<file path="config.mk">
export PLATFORM = sky130hd
export DESIGN_NAME = ls259_write_sched
export DESIGN_NICKNAME = d
export VERILOG_FILES = /design/src/rtl/ls259_ctrl_pkg.sv /design/src/rtl/rr_arbiter.sv /design/src/rtl/ls259_write_sched.sv
export SDC_FILE = /design/constraint.sdc
export NUM_CORES = 1
export LEC_CHECK = 0
export CORE_UTILIZATION = 53
export DETAILED_ROUTE_END_ITERATION = 8
export PLACE_DENSITY = 0.8
export SETUP_SLACK_MARGIN = 0.05
export SLEW_MARGIN = 10
export SYNTH_ARGS = -nofsm -noshare
export SYNTH_HDL_FRONTEND = slang
export SYNTH_HIERARCHICAL = 1
export SYNTH_SLANG_ARGS = --single-unit
</file>
<file path="constraint.sdc">
create_clock -name clk -period 4.5 [get_ports clk]
set_input_delay 0.9 -clock clk [delete_from_list [all_inputs] [get_ports clk]]
set_output_delay 0.9 -clock clk [all_outputs]
set_load 0.01 [all_outputs]
</file>
<file path="src/rtl/ls259_ctrl_pkg.sv">
`default_nettype none
// ============================================================================
//  Module      : ls259_ctrl_pkg
//  Description : Shared types and helpers for the LS259 write scheduler:
//                command opcodes, controller states, latch width and a
//                lowest-set-bit priority encoder.
//  Revision    : 1.0 - initial release
// ============================================================================
package ls259_ctrl_pkg;

  localparam int LATCH_W = 8;

  typedef enum logic [1:0] {
    OP_NOP   = 2'b00,
    OP_BIT   = 2'b01,
    OP_BYTE  = 2'b10,
    OP_CLEAR = 2'b11
  } op_t;

  typedef enum logic [1:0] {
    ST_IDLE  = 2'b00,
    ST_WRITE = 2'b01,
    ST_CLEAR = 2'b10
  } state_t;

  // Index of the lowest set bit; returns 0 for an all-zero vector.
  function automatic logic [2:0] lsb_index(input logic [LATCH_W-1:0] v);
    logic [2:0] idx;
    idx = '0;
    for (int i = LATCH_W - 1; i >= 0; i--) begin
      if (v[i]) idx = 3'(i);
    end
    return idx;
  endfunction

endpackage
`default_nettype wire

</file>
<file path="src/rtl/rr_arbiter.sv">
`default_nettype none
// ============================================================================
//  Module      : rr_arbiter
//  Description : Round-robin arbiter. Search begins one past the last
//                granted requester and wraps; the pointer moves only when
//                the grant is actually taken (advance).
//  Revision    : 1.0 - initial release
// ============================================================================
module rr_arbiter #(
  parameter int N_REQ = 2
) (
  input  logic                       clk,
  input  logic                       rst_b,
  input  logic [N_REQ-1:0]           valid,
  input  logic                       advance,
  output logic [N_REQ-1:0]           grant,
  output logic [$clog2(N_REQ)-1:0]   grant_idx
);

  localparam int IDX_W = $clog2(N_REQ);

  logic [IDX_W-1:0] last_q;
  logic [IDX_W-1:0] last_d;
  logic             w_found;
  int               w_idx;

  // Nearest valid requester after the last winner gets a one-hot grant.
  always_comb begin
    grant     = '0;
    grant_idx = '0;
    w_found   = 1'b0;
    w_idx     = 0;
    for (int k = 1; k <= N_REQ; k++) begin
      w_idx = int'(last_q) + k;
      if (w_idx >= N_REQ) w_idx = w_idx - N_REQ;
      if (!w_found && valid[IDX_W'(w_idx)]) begin
        w_found                = 1'b1;
        grant[IDX_W'(w_idx)]   = 1'b1;
        grant_idx              = IDX_W'(w_idx);
      end
    end
    last_d = advance ? grant_idx : last_q;
  end

  // Pointer resets to the highest index so requester 0 wins first.
  always_ff @(posedge clk or negedge rst_b) begin
    if (!rst_b) last_q <= IDX_W'(N_REQ - 1);
    else        last_q <= last_d;
  end

endmodule
`default_nettype wire

</file>
<file path="src/rtl/ls259_write_sched.sv">
`default_nettype none
// ============================================================================
//  Module      : ls259_write_sched
//  Description : Arbitrates byte/bit/clear commands from several requesters
//                and turns each into the minimal run of single-bit LS259
//                strobes (or one clear pulse), tracking the latch contents
//                in a shadow register to skip bits that would not change.
//  Revision    : 1.0 - initial release
// ============================================================================
module ls259_write_sched
  import ls259_ctrl_pkg::*;
#(
  parameter int N_REQ = 2
) (
  input  logic                       clk,
  input  logic                       rst_b,
  input  logic [N_REQ-1:0]           req_valid,
  output logic [N_REQ-1:0]           req_ready,
  input  logic [2*N_REQ-1:0]         req_op,
  input  logic [3*N_REQ-1:0]         req_sel,
  input  logic [8*N_REQ-1:0]         req_data,
  output logic [2:0]                 latch_s,
  output logic                       latch_d,
  output logic                       latch_en_b,
  output logic                       latch_clr_b,
  output logic [LATCH_W-1:0]         shadow_q,
  output logic                       busy,
  output logic [$clog2(N_REQ)-1:0]   grant_id
);

  localparam int IDX_W = $clog2(N_REQ);

  state_t             state_q, state_d;
  logic [LATCH_W-1:0] pending_q, pending_d;
  logic [LATCH_W-1:0] target_q, target_d;
  logic [LATCH_W-1:0] shadow_d;
  logic [2:0]         latch_s_q, latch_s_d;
  logic               latch_d_q, latch_d_d;
  logic               en_b_q, en_b_d;
  logic               clr_b_q, clr_b_d;
  logic               busy_q, busy_d;
  logic [IDX_W-1:0]   grant_id_q, grant_id_d;

  logic [N_REQ-1:0]   w_arb_valid;
  logic [N_REQ-1:0]   w_grant;
  logic [IDX_W-1:0]   w_grant_idx;
  logic               w_accept;
  logic [1:0]         w_sel_op;
  logic [2:0]         w_sel_sel;
  logic [7:0]         w_sel_data;
  logic [LATCH_W-1:0] w_new_pending;
  logic [LATCH_W-1:0] w_new_target;
  logic [LATCH_W-1:0] w_issue_src;
  logic [LATCH_W-1:0] w_issue_tgt;
  logic [2:0]         w_issue_idx;

  // Only the idle controller offers grants; ready is the grant itself.
  assign w_arb_valid = req_valid & {N_REQ{state_q == ST_IDLE}};
  assign w_accept    = |w_grant;
  assign req_ready   = w_grant;

  rr_arbiter #(
    .N_REQ (N_REQ)
  ) u_arb (
    .clk       (clk),
    .rst_b     (rst_b),
    .valid     (w_arb_valid),
    .advance   (w_accept),
    .grant     (w_grant),
    .grant_idx (w_grant_idx)
  );

  // Pick the granted requester's command fields (grant is one-hot or zero).
  always_comb begin
    w_sel_op   = '0;
    w_sel_sel  = '0;
    w_sel_data = '0;
    for (int r = 0; r < N_REQ; r++) begin
      if (w_grant[r]) begin
        w_sel_op   = w_sel_op   | req_op[2*r +: 2];
        w_sel_sel  = w_sel_sel  | req_sel[3*r +: 3];
        w_sel_data = w_sel_data | req_data[8*r +: 8];
      end
    end
  end

  // Next-state logic: decode accepted commands, issue one strobe per cycle.
  always_comb begin
    state_d       = state_q;
    pending_d     = pending_q;
    target_d      = target_q;
    latch_s_d     = latch_s_q;
    latch_d_d     = latch_d_q;
    en_b_d        = 1'b1;
    clr_b_d       = 1'b1;
    busy_d        = 1'b0;
    grant_id_d    = grant_id_q;
    w_new_pending = '0;
    w_new_target  = target_q;
    w_issue_src   = '0;
    w_issue_tgt   = target_q;
    w_issue_idx   = '0;

    // The shadow follows whatever the latch captures at this edge.
    shadow_d = shadow_q;
    if (!clr_b_q)     shadow_d = '0;
    else if (!en_b_q) shadow_d[latch_s_q] = latch_d_q;

    case (state_q)
      ST_IDLE: begin
        if (w_accept) begin
          grant_id_d = w_grant_idx;
          case (op_t'(w_sel_op))
            OP_BIT: begin
              w_new_target[w_sel_sel] = w_sel_data[0];
              if (w_sel_data[0] != shadow_q[w_sel_sel])
                w_new_pending = LATCH_W'(1) << w_sel_sel;
            end
            OP_BYTE: begin
              w_new_target  = w_sel_data;
              w_new_pending = w_sel_data ^ shadow_q;
            end
            OP_CLEAR: begin
              clr_b_d = 1'b0;
              busy_d  = 1'b1;
              state_d = ST_CLEAR;
            end
            default: ;
          endcase
          target_d = w_new_target;
          if (w_new_pending != '0) state_d = ST_WRITE;
        end
        // The first strobe is loaded at the accept edge so it shows at T+1.
        w_issue_src = w_new_pending;
        w_issue_tgt = w_new_target;
      end
      ST_WRITE: begin
        if (pending_q == '0) state_d = ST_IDLE;
        w_issue_src = pending_q;
        w_issue_tgt = target_q;
      end
      ST_CLEAR: state_d = ST_IDLE;
      default:  state_d = ST_IDLE;
    endcase

    if (w_issue_src != '0) begin
      w_issue_idx = lsb_index(w_issue_src);
      latch_s_d   = w_issue_idx;
      latch_d_d   = w_issue_tgt[w_issue_idx];
      en_b_d      = 1'b0;
      busy_d      = 1'b1;
      pending_d   = w_issue_src & ~(LATCH_W'(1) << w_issue_idx);
    end
  end

  // Controller state and registered latch outputs; reset clears the latch.
  always_ff @(posedge clk or negedge rst_b) begin
    if (!rst_b) begin
      state_q    <= ST_IDLE;
      pending_q  <= '0;
      target_q   <= '0;
      shadow_q   <= '0;
      latch_s_q  <= '0;
      latch_d_q  <= 1'b0;
      en_b_q     <= 1'b1;
      clr_b_q    <= 1'b0;
      busy_q     <= 1'b0;
      grant_id_q <= '0;
    end else begin
      state_q    <= state_d;
      pending_q  <= pending_d;
      target_q   <= target_d;
      shadow_q   <= shadow_d;
      latch_s_q  <= latch_s_d;
      latch_d_q  <= latch_d_d;
      en_b_q     <= en_b_d;
      clr_b_q    <= clr_b_d;
      busy_q     <= busy_d;
      grant_id_q <= grant_id_d;
    end
  end

  assign latch_s     = latch_s_q;
  assign latch_d     = latch_d_q;
  assign latch_en_b  = en_b_q;
  assign latch_clr_b = clr_b_q;
  assign busy        = busy_q;
  assign grant_id    = grant_id_q;

endmodule
`default_nettype wire

</file>
* Word level (Yosys, flattened, before mapping)
Cells that the tools add are included.
Word-level totals: bits in registers 35, input bits 30, output and inout port bits 18, logic and storage cells 122
Operators by class: $add $sub $neg 4, magnitude comparators 11, eq/ne operators 9, shift operators 2, muxes and demuxes 64, bitwise operators 8, reduce and logical (&&, ||, !) cells 13
Operators by type and width (count):
- $mux W8 | 10
- $pmux W8 S2 | 3
- $mux W3 | 11
- $mux W1 | 23
- $bwmux W8 | 2
- $mux W2 | 8
- $reduce_bool A8 Y1 | 2
- $shl A1 B3 Y8 const A | 2
- $lt A3 B4 Y1 const B | 3
- $and A8 B8 Y8 | 1
- $logic_not A8 Y1 | 1
- $not A8 Y8 | 1
- $or A8 B8 Y8 | 1
- $xor A8 B8 Y8 | 1
- $bmux W1 S3 | 2
- $demux W1 S3 | 2
- $ge A3 B1 Y1 const B | 2
- $lt A1 B3 Y1 const B | 2
- $logic_and A1 B1 Y1 | 5
- $eq A2 B1 Y1 const B | 2
- $eq A2 B2 Y1 const B | 2
- $ne A2 B2 Y1 const B | 2
- $or A2 B2 Y2 | 2
- $pmux W2 S2 | 1
- 17 further kinds | 20

* Depth between registers and ports, before layout
depth after elaboration 34, depth in mapped cells 17

* Hierarchy
Netlist, hierarchy kept.
Modules (own cells, without submodules):
- ls259_write_sched | times used 1, cells an instance 295, area an instance 2592.5 um^2, sequential area each 852.1 um^2
- rr_arbiter | times used 1, cells an instance 6, area an instance 73.8 um^2, sequential area each 26.3 um^2

* Worst setup path after synthesis
No wires, ideal clock.
path type input to register, start point input port req_valid[0], end point register pending_q[7], setup time 0.121 ns, arrival time 3.880 ns, path slack 0.499 ns, cell stages on the path 14, buffers on the path 3, cell sequence nor3b_1 and2_2 buf_6 buf_4 a22o_1 ha_1 nor4_1 clkbuf_1 nand2b_1 o211ai_1 a211oi_1 a211oi_1 nand3_1 a22o_1
Between the ends: word-level cells in the longest chain between the ends 31, elaborated cells on any way between the ends 47
Ends and longest elaborated chain:
- start, declared | line ls259_write_sched.sv:17 | input logic [N_REQ-1:0] req_valid,
- $and A1 B1 Y1 * | line ls259_write_sched.sv:58 | assign w_arb_valid = req_valid & {N_REQ{state_q == ST_IDLE}};
- $mux W1 (not written as such) (2 in a row) | line rr_arbiter.sv:36 | if (!w_found && valid[IDX_W'(w_idx)]) begin
- $mux W1 | line rr_arbiter.sv:36
- $logic_not A1 Y1 | line rr_arbiter.sv:36
- $logic_and A1 B1 Y1 | line rr_arbiter.sv:36
- $mux W2 * | line rr_arbiter.sv:36
- net req_ready[0] | line ls259_write_sched.sv:18 | output logic [N_REQ-1:0] req_ready,
- $mux W3 | line ls259_write_sched.sv:79 | if (w_grant[r]) begin
- (+8 left out)
- $mux W8 | line ls259_write_sched.sv:109 | case (state_q)
- $mux W8 * | line ls259_write_sched.sv:111 | if (w_accept) begin
- $pmux W8 S2 * | line ls259_write_sched.sv:109
- $mux W3 (8 in a row) | line ls259_ctrl_pkg.sv:31 | if (v[i]) idx = 3'(i);
- $mux W3 | line ls259_write_sched.sv:146 | if (w_issue_src != '0) begin
- $shl A1 B3 Y8 | line ls259_write_sched.sv:152 | pending_d = w_issue_src & ~(LATCH_W'(1) << w_issue_idx);
- $not A8 Y8 | line ls259_write_sched.sv:152
- $and A8 B8 Y8 | line ls259_write_sched.sv:152
- end signal, assigned | line ls259_write_sched.sv:171 | pending_q <= pending_d;
- end, declared | line ls259_write_sched.sv:34 | logic [LATCH_W-1:0] pending_q, pending_d;
The timed path passes the listed nets; every way through them passes the cells marked *. The select of a mux whose other input is x is not followed. A chain may end at the register's enable or synchronous reset.

* Worst setup path after layout
start point input port req_valid[0], end point register pending_q[7]
Between the ends: word-level cells in the longest chain between the ends 31, elaborated cells on any way between the ends 47
Ends and longest elaborated chain:
- $and A1 B1 Y1 * | line ls259_write_sched.sv:58
- net w_arb_valid[0] | line ls259_write_sched.sv:44 | logic [N_REQ-1:0] w_arb_valid;
- $mux W1 (not written as such) (2 in a row) | line rr_arbiter.sv:36
- $mux W1 | line rr_arbiter.sv:36
- $logic_not A1 Y1 | line rr_arbiter.sv:36
- $logic_and A1 B1 Y1 | line rr_arbiter.sv:36
- $mux W2 * | line rr_arbiter.sv:36
- $mux W3 | line ls259_write_sched.sv:79
- (+8 left out)
- $mux W8 | line ls259_write_sched.sv:109
- $mux W8 * | line ls259_write_sched.sv:111
- $pmux W8 S2 * | line ls259_write_sched.sv:109
- $mux W3 (8 in a row) | line ls259_ctrl_pkg.sv:31
- $mux W3 | line ls259_write_sched.sv:146
- $shl A1 B3 Y8 | line ls259_write_sched.sv:152
- $not A8 Y8 | line ls259_write_sched.sv:152
- $and A8 B8 Y8 | line ls259_write_sched.sv:152
Marked as above.

==> run_results.csv <==
group,metric,value,unit
sta,period_share,0.919,
job,cap_viol_max_count,0,
global_routing,grt_overflow,0,
setup_path,critPathCaptureType,"register",
clock_tree,cts_tree,"yes",
pwr,max-vdd-ir-drop,328,uV
sta,setup_violations,0,
synth,syn_nets,333,
finish,num_antenna_cells,0,
clock_tree,clkSinkCount,35,
setup_path,crit_family,"compound AO/OA/AOI/OAI gates",
finish,final_nets,388,
status,outcome,"complete, no violations",
routing,ant_nets,0,
routing,num_vias,2644,
clock_tree,insertion_delay,0.29,ns
sta,slew_viol_final,0,
sta,max_slew_margin,0.581,
routing,totalWireLength,7.59,mm
clock_tree,cts_hold_buffers,0,
floorplan,die-area,0.00530,mm^2
routing,drcViolationCount,0,
setup_path,slowest_delay,0.44,ns
pwr,p_total,1600,uW
synth,syn_avg_cell_area,8.86,um^2
setup_path,cp_max_fo,12,
finish,area_growth,27.4,%
sta,tightest_slew,0.627,ns
routing,viasPerCell,6.25,
pwr,power_density,473,mW/mm^2
setup_path,cp.required,4.68,ns
clock_tree,clockBufferDepth,2,
setup_path,crit_path_start_kind,"primary input",
floorplan,die_height,72.8,um
sta,rsz0062_at_grt,"no",
floorplan,io_pins,48,
floorplan,core_area,0.00479,mm^2
synth,syn_area,0.00266,mm^2
min_path,holdCritPathClass,"reg -> reg",
clock_tree,cts_buffers,5,
finish,stdcell_area,0.00339,mm^2
clock_tree,ctsRootBufferMaster,"clkbuf_8",
synth,yosys_warnings,6,
floorplan,die_x,72.8,um
clock_tree,htreeDepth,2,
placement,placed_area,0.00325,mm^2
synth,syn_inst,300,
placement,hpwlAfterDp,5.66,mm
setup_path,arrival,4.32,ns
global_routing,antenna_found_initial,0,
global_routing,grt_pass1_vias,2510,
finish,drive_gt1_frac,0.138,
sta,setup-tns-final,0,ns
sta,fmax,0.242,GHz
sta,fin_crit,4.14,ns
global_routing,gr-usage-all-layers,0.308,
routing,firstDrtPassIters,5,
global_routing,grt_max_degree,36,
setup_path,critPathBufInv,3,
setup_path,crit_type,"in -> reg",
clock_tree,path_clk_slew,0.07,ns
routing,drt_iter0_drc,135,
sta,skew,0.00516,ns
placement,place.gp.congestion,0.973,
placement,portBuffers,45,
routing,wl_per_cell,17.9,um
setup_path,cp_slowest_cell,"clkdlybuf4s50_1",
sta,finalHoldViolCount,0,
floorplan,rows,25,
pwr,leakage,0.00142,uW
floorplan,start_util,0.556,
setup_path,critical_path.cell_chain,"clkdlybuf4s50_1 > nor3b_1 > and2_2 > a22o_1 > ha_1 > nor4_2 > buf_4 > buf_4 > nand2b_1 > o211ai_1 > a211oi_1 > a211oi_1 > nand3_1 > a22o_1",
global_routing,grt_first_pass_wirelength,12.4,mm
## stage by stage
stage               setup WS (ns)  std cells  hold slack (ns)   util
finish                      0.362        423            0.497  0.708
global route                0.129        423            0.525  0.708
CTS                         0.270        423            0.496  0.707
detailed placement         0.0261        415            0.480  0.679
global placement            0.168        415            0.471  0.679
floorplan                   0.501        300            0.446      -
## layout by cell type, fill, tap and decap left out, types with 7 or more instances in the layout
master           instances
mux2i_1                 15
a22o_1                  14
nor2_1                  13
nor2b_1                  7
inv_1                   11
clkdlybuf4s50_1         45
o21ai_0                 25
nand2_1                 35
buf_4                   19
nand3_1                 11
dfrtp_1                 33
## sequential cells by signal, indices dropped and copies added, names as in the netlist
signal        cells
pending_q         8
shadow_q          8
target_q          8
latch_s           3
state_q           2
busy              1
grant_id          1
latch_clr_b       1
latch_d           1
latch_en_b        1
u_arb/last_q      1
## worst register-to-register path, delay by kind of cell, from the launching register on
family                   cells  cell delay (ns)
AO/OA/AOI/OAI                5             1.23
AND/OR/NAND/NOR              5             1.08
flip-flops                   1             0.49
buffers and inverters        2             0.43
adder cells (fa/ha/maj)      1             0.28
## power breakdown
part	switching, uW	total (uW)	internal [uW]
clock	113	335	221
combinational	399	751	352
sequential	109	518	409
total	622	1600	982
## final cells by class
| cell class | count | area [um^2] |
|---|---|---|
| Timing Repair Buffer | 64 | 593 |
| Clock buffer | 6 | 72.6 |
| Sequential cell | 35 | 878 |
| Clock inverter | 2 | 60.1 |
| Fill cell | 417 | 1400 |
| Tap cell | 67 | 83.8 |
| Multi-Input combinational cell | 238 | 1660 |
| Inverter | 11 | 41.3 |
## worst paths after layout
| kind | endpoint | from | cells past startpoint | slack [ns] |
|---|---|---|---|---|
| worst max-delay path | pending_q[7]$_DFFE_PN0N_ | req_valid[0] | 14 | 0.36 |
| max in group asynchronous | latch_en_b$_DFF_PN1_ | rst_b | 2 | 3.14 |
| worst max register to register | pending_q[7]$_DFFE_PN0N_ | state_q[1]$_DFFE_PN0P_ | 13 | 0.87 |
| worst min register to register | pending_q[0]$_DFFE_PN0N_ | pending_q[0]$_DFFE_PN0N_ | 1 | 0.50 |
| worst min-delay path | pending_q[0]$_DFFE_PN0N_ | pending_q[0]$_DFFE_PN0N_ | 1 | 0.50 |
| min in group asynchronous | busy$_DFF_PN0_ | rst_b | 2 | 1.02 |
## layer usage
| layer | global-route usage | vias up | routed length [um] |
|---|---|---|---|
| met2 | 0.492 | 129 | 3470 |
| met4 | 0.131 | 0 | 218 |
| met1 | 0.407 | 1253 | 3250 |
| met3 | 0.0649 | 24 | 651 |
| met5 | 0 | - | 0 |
| li1 | - | 1238 | - |
## repair_timing
| action | in CTS | in global routing |
|---|---|---|
| endpoints found under the hold margin | 0 | 0 |
| buffers inserted | 0 | 0 |
| endpoints found under the setup margin | 0 | 3 |
| resized for setup | 0 | 1 |
No activity file was read; power rests on OpenSTA's default activity.
